<file path="config.mk">
export PLATFORM = sky130hd
export DESIGN_NAME = fp_mul_pipe
export DESIGN_NICKNAME = d
export VERILOG_FILES = /design/src/rtl/fp_pkg.sv /design/src/rtl/fp_round_pack.sv /design/src/rtl/fp_mul_pipe.sv
export SDC_FILE = /design/constraint.sdc
export NUM_CORES = 2
export LEC_CHECK = 0
export BUFFER_PORTS_ARGS = -buffer_cell sky130_fd_sc_hd__buf_2
export CORE_UTILIZATION = 35
export DETAILED_ROUTE_END_ITERATION = 10
export PLACE_DENSITY = 0.47
export SYNTH_ARGS = -nofsm -noshare
export SYNTH_HDL_FRONTEND = slang
export SYNTH_SLANG_ARGS = --single-unit
</file>
<file path="constraint.sdc">
create_clock -name clk -period 7.53 [get_ports clk]
set_clock_uncertainty 0.1 [all_clocks]
set_input_delay 0.3765 -clock clk [delete_from_list [all_inputs] [get_ports clk]]
set_output_delay 0.3765 -clock clk [all_outputs]
set_load 0.01 [all_outputs]
</file>
<file path="src/rtl/fp_pkg.sv">
// fp_pkg: shared types and helpers for the floating-point datapath
// (multiplier today, adder later).
package fp_pkg;

    // operand classification (subnormals are recognised, then flushed to zero)
    typedef enum logic [2:0] {
        FP_ZERO,
        FP_SUB,
        FP_NORM,
        FP_INF,
        FP_NAN
    } fp_class_e;

    // special-result code carried down the pipe alongside the datapath
    typedef enum logic [1:0] {
        SP_NONE,
        SP_NAN,
        SP_INF,
        SP_ZERO
    } fp_special_e;

    // flags = {invalid, overflow, underflow, inexact}
    localparam int FLAG_W         = 4;
    localparam int FLAG_INVALID   = 3;
    localparam int FLAG_OVERFLOW  = 2;
    localparam int FLAG_UNDERFLOW = 1;
    localparam int FLAG_INEXACT   = 0;

    function automatic int fp_bias(input int exp_w);
        return (1 << (exp_w - 1)) - 1;
    endfunction

    // canonical quiet NaN {0, all-ones exponent, 1 followed by zeros}, right-aligned
    function automatic logic [63:0] fp_qnan(input int exp_w, input int man_w);
        logic [63:0] r;
        r = '0;
        for (int i = 0; i < exp_w; i++) begin
            r[man_w + i] = 1'b1;
        end
        r[man_w - 1] = 1'b1;
        return r;
    endfunction

endpackage

</file>
<file path="src/rtl/fp_round_pack.sv">
// fp_round_pack: combinational normalise / round / pack / flag stage.
// Takes a signed biased exponent and a raw (MAN_W+1)x(MAN_W+1) mantissa
// product of two normal operands, or a precomputed special-result code.
// Build option FP_MUL_RNE_EN: defined -> round-to-nearest-even and overflow
// to infinity; undefined -> truncation and overflow saturating to the
// largest finite value of the result sign.
module fp_round_pack import fp_pkg::*; #(
    parameter int EXP_W = 8,
    parameter int MAN_W = 23,
    parameter int W     = 1 + EXP_W + MAN_W
) (
    input  logic                   i_sign,
    input  logic signed [EXP_W+1:0] i_exp,
    input  logic [2*MAN_W+1:0]     i_prod,
    input  fp_special_e            i_special,
    output logic [W-1:0]           o_result,
    output logic [FLAG_W-1:0]      o_flags
);

    localparam int EW = EXP_W + 2;
    localparam int PW = 2 * MAN_W + 2;
    localparam logic [W-1:0]          QNAN    = W'(fp_qnan(EXP_W, MAN_W));
    localparam logic signed [EW-1:0]  EXP_MAX = EW'((1 << EXP_W) - 1);

    logic                  w_top;
    logic [PW-2:0]         w_norm;
    logic [MAN_W-1:0]      w_frac;
    logic [MAN_W-1:0]      w_frac_r;
    logic                  w_guard;
    logic                  w_sticky;
    logic                  w_inexact;
    logic signed [EW-1:0]  w_exp_n;
    logic signed [EW-1:0]  w_exp_r;
    logic                  w_exp_le0;

    // product is in [1,4): when bit PW-1 is set the value is >= 2, so the
    // window moves up one place and the exponent gains one; the leading one
    // itself is dropped from the normalised vector
    assign w_top     = i_prod[PW-1];
    assign w_norm    = w_top ? i_prod[PW-2:0] : {i_prod[PW-3:0], 1'b0};
    assign w_frac    = w_norm[PW-2 -: MAN_W];
    assign w_guard   = w_norm[MAN_W];
    assign w_sticky  = |w_norm[MAN_W-1:0];
    assign w_inexact = w_guard | w_sticky;
    assign w_exp_n   = i_exp + $signed({{(EW-1){1'b0}}, w_top});

`ifdef FP_MUL_RNE_EN
    logic w_round_up;
    logic w_carry;

    // an all-ones fraction that rounds up wraps to zero and bumps the exponent
    assign w_round_up = w_guard & (w_sticky | w_frac[0]);
    assign w_carry    = w_round_up & (&w_frac);
    assign w_frac_r   = w_frac + MAN_W'(w_round_up);
    assign w_exp_r    = w_exp_n + $signed({{(EW-1){1'b0}}, w_carry});
`else
    assign w_frac_r   = w_frac;
    assign w_exp_r    = w_exp_n;
`endif

    assign w_exp_le0 = w_exp_r[EW-1] | (w_exp_r == '0);

    // select special result, overflow/underflow result or the packed value
    always_comb begin
        o_result = '0;
        o_flags  = '0;
        case (i_special)
            SP_NAN: begin
                o_result               = QNAN;
                o_flags[FLAG_INVALID]  = 1'b1;
            end
            SP_INF: begin
                o_result = {i_sign, {EXP_W{1'b1}}, {MAN_W{1'b0}}};
            end
            SP_ZERO: begin
                o_result = {i_sign, {(W-1){1'b0}}};
            end
            default: begin
                if (w_exp_r >= EXP_MAX) begin
`ifdef FP_MUL_RNE_EN
                    o_result = {i_sign, {EXP_W{1'b1}}, {MAN_W{1'b0}}};
`else
                    o_result = {i_sign, {(EXP_W-1){1'b1}}, 1'b0, {MAN_W{1'b1}}};
`endif
                    o_flags[FLAG_OVERFLOW] = 1'b1;
                    o_flags[FLAG_INEXACT]  = 1'b1;
                end else if (w_exp_le0) begin
                    // both operands are normal here, so the exact product is never zero
                    o_result                = {i_sign, {(W-1){1'b0}}};
                    o_flags[FLAG_UNDERFLOW] = 1'b1;
                    o_flags[FLAG_INEXACT]   = 1'b1;
                end else begin
                    o_result              = {i_sign, w_exp_r[EXP_W-1:0], w_frac_r};
                    o_flags[FLAG_INEXACT] = w_inexact;
                end
            end
        endcase
    end

endmodule

</file>
<file path="src/rtl/fp_mul_pipe.sv">
// fp_mul_pipe: 3-stage pipelined floating-point multiplier with a
// valid/ready stream interface. S1 classifies and sums exponents, S2 forms
// the mantissa product, S3 registers the normalised/rounded/packed result.
// Build option FP_MUL_RNE_EN selects round-to-nearest-even (defined) or
// truncation with overflow saturation (undefined, default).
module fp_mul_pipe import fp_pkg::*; #(
    parameter int EXP_W = 8,
    parameter int MAN_W = 23,
    parameter int W     = 1 + EXP_W + MAN_W
) (
    input  logic         clk,
    input  logic         rst,
    input  logic         in_valid,
    output logic         in_ready,
    input  logic [W-1:0] input1,
    input  logic [W-1:0] input2,
    output logic         out_valid,
    input  logic         out_ready,
    output logic [W-1:0] output1,
    output logic [3:0]   flags
);

    localparam int EW = EXP_W + 2;
    localparam int PW = 2 * MAN_W + 2;
    localparam logic signed [EW-1:0] BIAS_S = EW'(fp_bias(EXP_W));

    function automatic fp_class_e classify(input logic [EXP_W-1:0] e,
                                           input logic [MAN_W-1:0] f);
        if (e == '0) begin
            return (f == '0) ? FP_ZERO : FP_SUB;
        end else if (&e) begin
            return (f == '0) ? FP_INF : FP_NAN;
        end
        return FP_NORM;
    endfunction

    logic                  w_advance;
    logic                  w_sign_a;
    logic                  w_sign_b;
    logic [EXP_W-1:0]      w_exp_a;
    logic [EXP_W-1:0]      w_exp_b;
    logic [MAN_W-1:0]      w_frac_a;
    logic [MAN_W-1:0]      w_frac_b;
    fp_class_e             w_cls_a;
    fp_class_e             w_cls_b;
    fp_special_e           w_special;
    logic signed [EW-1:0]  w_exp_sum;
    logic [PW-1:0]         w_prod;
    logic [W-1:0]          w_rp_result;
    logic [FLAG_W-1:0]     w_rp_flags;

    logic                  r_s1_valid;
    logic                  r_s1_sign;
    logic signed [EW-1:0]  r_s1_exp;
    logic [MAN_W:0]        r_s1_man_a;
    logic [MAN_W:0]        r_s1_man_b;
    fp_special_e           r_s1_special;

    logic                  r_s2_valid;
    logic                  r_s2_sign;
    logic signed [EW-1:0]  r_s2_exp;
    logic [PW-1:0]         r_s2_prod;
    fp_special_e           r_s2_special;

    logic                  r_s3_valid;
    logic [W-1:0]          r_result;
    logic [FLAG_W-1:0]     r_flags;

    // the whole pipe moves together; a stalled output freezes every stage
    assign w_advance = out_ready | ~r_s3_valid;
    assign in_ready  = w_advance;
    assign out_valid = r_s3_valid;
    assign output1   = r_result;
    assign flags     = r_flags;

    assign w_sign_a  = input1[W-1];
    assign w_sign_b  = input2[W-1];
    assign w_exp_a   = input1[W-2 -: EXP_W];
    assign w_exp_b   = input2[W-2 -: EXP_W];
    assign w_frac_a  = input1[MAN_W-1:0];
    assign w_frac_b  = input2[MAN_W-1:0];
    assign w_cls_a   = classify(w_exp_a, w_frac_a);
    assign w_cls_b   = classify(w_exp_b, w_frac_b);
    assign w_exp_sum = $signed({2'b00, w_exp_a}) + $signed({2'b00, w_exp_b}) - BIAS_S;
    assign w_prod    = {{(MAN_W+1){1'b0}}, r_s1_man_a} * {{(MAN_W+1){1'b0}}, r_s1_man_b};

    // S1 special-result priority: NaN / inf*zero, then inf, then zero (subnormals flushed)
    always_comb begin
        logic zero_a;
        logic zero_b;
        zero_a    = (w_cls_a == FP_ZERO) || (w_cls_a == FP_SUB);
        zero_b    = (w_cls_b == FP_ZERO) || (w_cls_b == FP_SUB);
        w_special = SP_NONE;
        if ((w_cls_a == FP_NAN) || (w_cls_b == FP_NAN) ||
            ((w_cls_a == FP_INF) && zero_b) || ((w_cls_b == FP_INF) && zero_a)) begin
            w_special = SP_NAN;
        end else if ((w_cls_a == FP_INF) || (w_cls_b == FP_INF)) begin
            w_special = SP_INF;
        end else if (zero_a || zero_b) begin
            w_special = SP_ZERO;
        end
    end

    fp_round_pack #(
        .EXP_W (EXP_W),
        .MAN_W (MAN_W)
    ) u_round_pack (
        .i_sign    (r_s2_sign),
        .i_exp     (r_s2_exp),
        .i_prod    (r_s2_prod),
        .i_special (r_s2_special),
        .o_result  (w_rp_result),
        .o_flags   (w_rp_flags)
    );

    // stage valid bits and registered outputs; reset discards everything in flight
    always_ff @(posedge clk) begin
        if (rst) begin
            r_s1_valid <= 1'b0;
            r_s2_valid <= 1'b0;
            r_s3_valid <= 1'b0;
            r_result   <= '0;
            r_flags    <= '0;
        end else if (w_advance) begin
            r_s1_valid <= in_valid;
            r_s2_valid <= r_s1_valid;
            r_s3_valid <= r_s2_valid;
            if (r_s2_valid) begin
                r_result <= w_rp_result;
                r_flags  <= w_rp_flags;
            end
        end
    end

    // stage payloads, qualified by the valid bits so no reset is needed
    always_ff @(posedge clk) begin
        if (w_advance) begin
            r_s1_sign    <= w_sign_a ^ w_sign_b;
            r_s1_exp     <= w_exp_sum;
            r_s1_man_a   <= {1'b1, w_frac_a};
            r_s1_man_b   <= {1'b1, w_frac_b};
            r_s1_special <= w_special;
            r_s2_sign    <= r_s1_sign;
            r_s2_exp     <= r_s1_exp;
            r_s2_prod    <= w_prod;
            r_s2_special <= r_s1_special;
        end
    end

endmodule

</file>
==> run metrics <==
Mapped Cells=2567; Final Hold Vio Count=0; M1 WL=around 32000 um; Initial Util=35.5%; antenna cells=0; max_cap viols=0; CP max FO=6; initial antenna violation count=3; commonest non-fill, non-tap cell in the layout=inv_1; Final Non-Filler Cells=3721; CTS Buffer Depth=2; layout net count=between 3000 and 4000; Crit. End Element=flop; layout cells sized above 1=12.0%; Seq/Total Area, Yosys=between 10% and 20%; Routed wire per std cell=19.9 um; TritonRoute pass-1 iters=5; register clock-pin slew on the reported worst setup and hold paths=~0.08 ns; synthesized area=25000 sq um; maximum number of pins on one net before global-route repair=76; largest family of logic cells by synthesized area=adder cells; area growth from synthesis to layout=14.1%; TritonCTS clock tree=done; most frequent cells in the layout=593 x inv_1, 483 x fa_1, 293 x nand2_1; die width=between 200 and 300 um; DPL Wire Length=62100 um; fmax=~140 MHz; Post-DP Area=27300 sq um; Critical Path Source Type=flop; critical path required time=7.78 ns; Synth Register Bits=roughly 160; placed cells=3626; Root Buffer=clkbuf_16; unrepaired setup endpoints after global routing=false; minimum clock period=7.25 ns; final period utilization=96.3%; worst rel slew slack=4.18%; Pins Over Slew Limit=0; I/O pin total=around 110; Unique masters post-synth=68; DR DRC count=0; H-Tree Depth=4; Port Buf Inserts=105; Yosys warnings=0; GP Congestion=0.865; Synth Flop Type=edfxtp_1; clk sinks=159; chip height=269 um; endpoints failing setup=0; Tightest Pin Transition=1.42 ns; core area=70400 sq um; Worst-Skew Late Latency=0.51 ns; global-route wire length before repair=114000 um; compound-cell area share of the yosys netlist=5.63%; die area=72500 sq um; DR vias=18000; adder-cell area share of the yosys netlist=48.8%; met2 wire length=36100 um; Post-synth EDFFs=120; worst setup path category=flop to flop; setup TNS=0 ns; ANT nets after route=0; DRT Wirelength=74100 um; vias in the first global route=19500; crit path DAT=roughly 7.5 ns; outcome=finished clean; cell area after layout=about 29000 sq um; Met3 Routed Length=3260 um; dpl ws=0.0688 ns; Net Count, Synth=~3300; final worst slack=0.277 ns; XOR/XNOR Fraction of Synth Area=1.96%; FP Rows=97; vias per inst=4.84; DRT iter0 DRCs=914; post-synthesis area per instance=9.74 sq um; Congestion Overflow GR=0; mux contribution to synthesized area=1.15%; Post-Synth Simple-Gate Area=14.3%; Max Used Layer=met4; FFs w/ async S/R, synth=0%; gr usage total=a little over a fifth; Min-Delay Path Class=input pin to flop; CTS Buf Count=17
worst max-delay path, cell delays in order (launching register included):
cell and delay [ns]:
edfxtp_1 0.54, and2_1 0.22, fa_1 0.50, fa_1 0.55, inv_1 0.06, fa_1 0.52
inv_1 0.06, fa_1 0.50, inv_1 0.05, fa_1 0.54, inv_1 0.05, fa_1 0.50
inv_1 0.06, fa_1 0.52, inv_1 0.05, ha_1 0.36, buf_4 0.13, nand4_1 0.12
nand2_1 0.09, o2111ai_1 0.13, a21oi_2 0.21, a21oi_1 0.17, a21o_1 0.22, o31a_1 0.30
or4_1 0.47, nand4_1 0.10
area by class of cell:
type	count	area [sq um]
Timing Repair Buffer	292	2140
Inverter	598	2250
Clock inverter	15	189
Fill cell	7068	41800
Multi-Input combinational cell	1700	18000
Tap cell	940	1180
Sequential cell	159	4380
Clock buffer	17	425
synth_stat cells (8+ instances only):
master / count / area [sq um]
xnor2_1: 36 / 315
nand3_1: 14 / 70.1
nand2b_1: 8 / 50.1
and3_1: 8 / 50.1
xor2_1: 20 / 175
nor3_1: 12 / 60.1
mux2_2: 22 / 248
nand4_1: 17 / 106
edfxtp_1: 120 / 3600
clkbuf_1: 100 / 375
a21oi_1: 80 / 400
inv_1: 594 / 2230
a21o_1: 32 / 240
ha_1: 202 / 2530
nor2_1: 68 / 255
o21ai_0: 22 / 110
fa_1: 483 / 9670
nor4_1: 21 / 131
nand2_1: 293 / 1100
a22oi_1: 25 / 188
and2_1: 251 / 1570
dfxtp_1: 39 / 781
cell families (layout without fill, tap and decap cells):
kind of cell    after synthesis  count (layout)
compound gates              216             216
xor+xnor                     56              56
mux                          26              26
flops                       159             159
simple gates                717             717
buf+inv                     708             922
fa+ha+maj                   685             685
worst paths after layout:
kind | cells past startpoint | startpoint | endpoint | slack, ns
setup reg to reg | 25 | r_s1_man_b[0] | r_s2_prod[46] | 0.28
setup / recovery | 25 | r_s1_man_b[0] | r_s2_prod[46] | 0.28
hold reg to reg | 0 | r_s1_sign | r_s2_sign | 0.32
hold / removal | 3 | in_valid | r_s1_valid | 0.03
flip-flops by register name, indices dropped and copies added, names as in the netlist:
signal,flops
output1,32
r_s1_sign,1
r_s1_valid,1
r_s2_valid,1
r_s1_exp,10
r_s2_exp,10
r_s1_special,2
r_s1_man_a,23
out_valid,1
r_s1_man_b,23
flags,4
r_s2_prod,48
r_s2_sign,1
r_s2_special,2
repair_timing:
action                                  in CTS  in global routing
resized for setup                            0                 11
endpoints found under the setup margin       0                  9
hold endpoints to repair                    33                  0
buffers inserted                             0                 30
hold buffers                                33                  0
metrics by stage:
step                hold slack [ns]  util (%)
finish                       0.0317      40.6
floorplan                     0.300         -
detailed placement            0.305      38.8
CTS                       0.0000812      40.1
global route                 0.0157      40.6
global placement              0.305      38.8
metal layers:
layer,GRT usage (%),up-vias
li1,-,8232
met1,27.3,9303
met2,35.2,381
met3,3.25,93
met4,8.55,0
met5,0,-
Power is not shown: default switching activity piles up to over one toggle a cycle in this logic, so the estimate is an artifact.
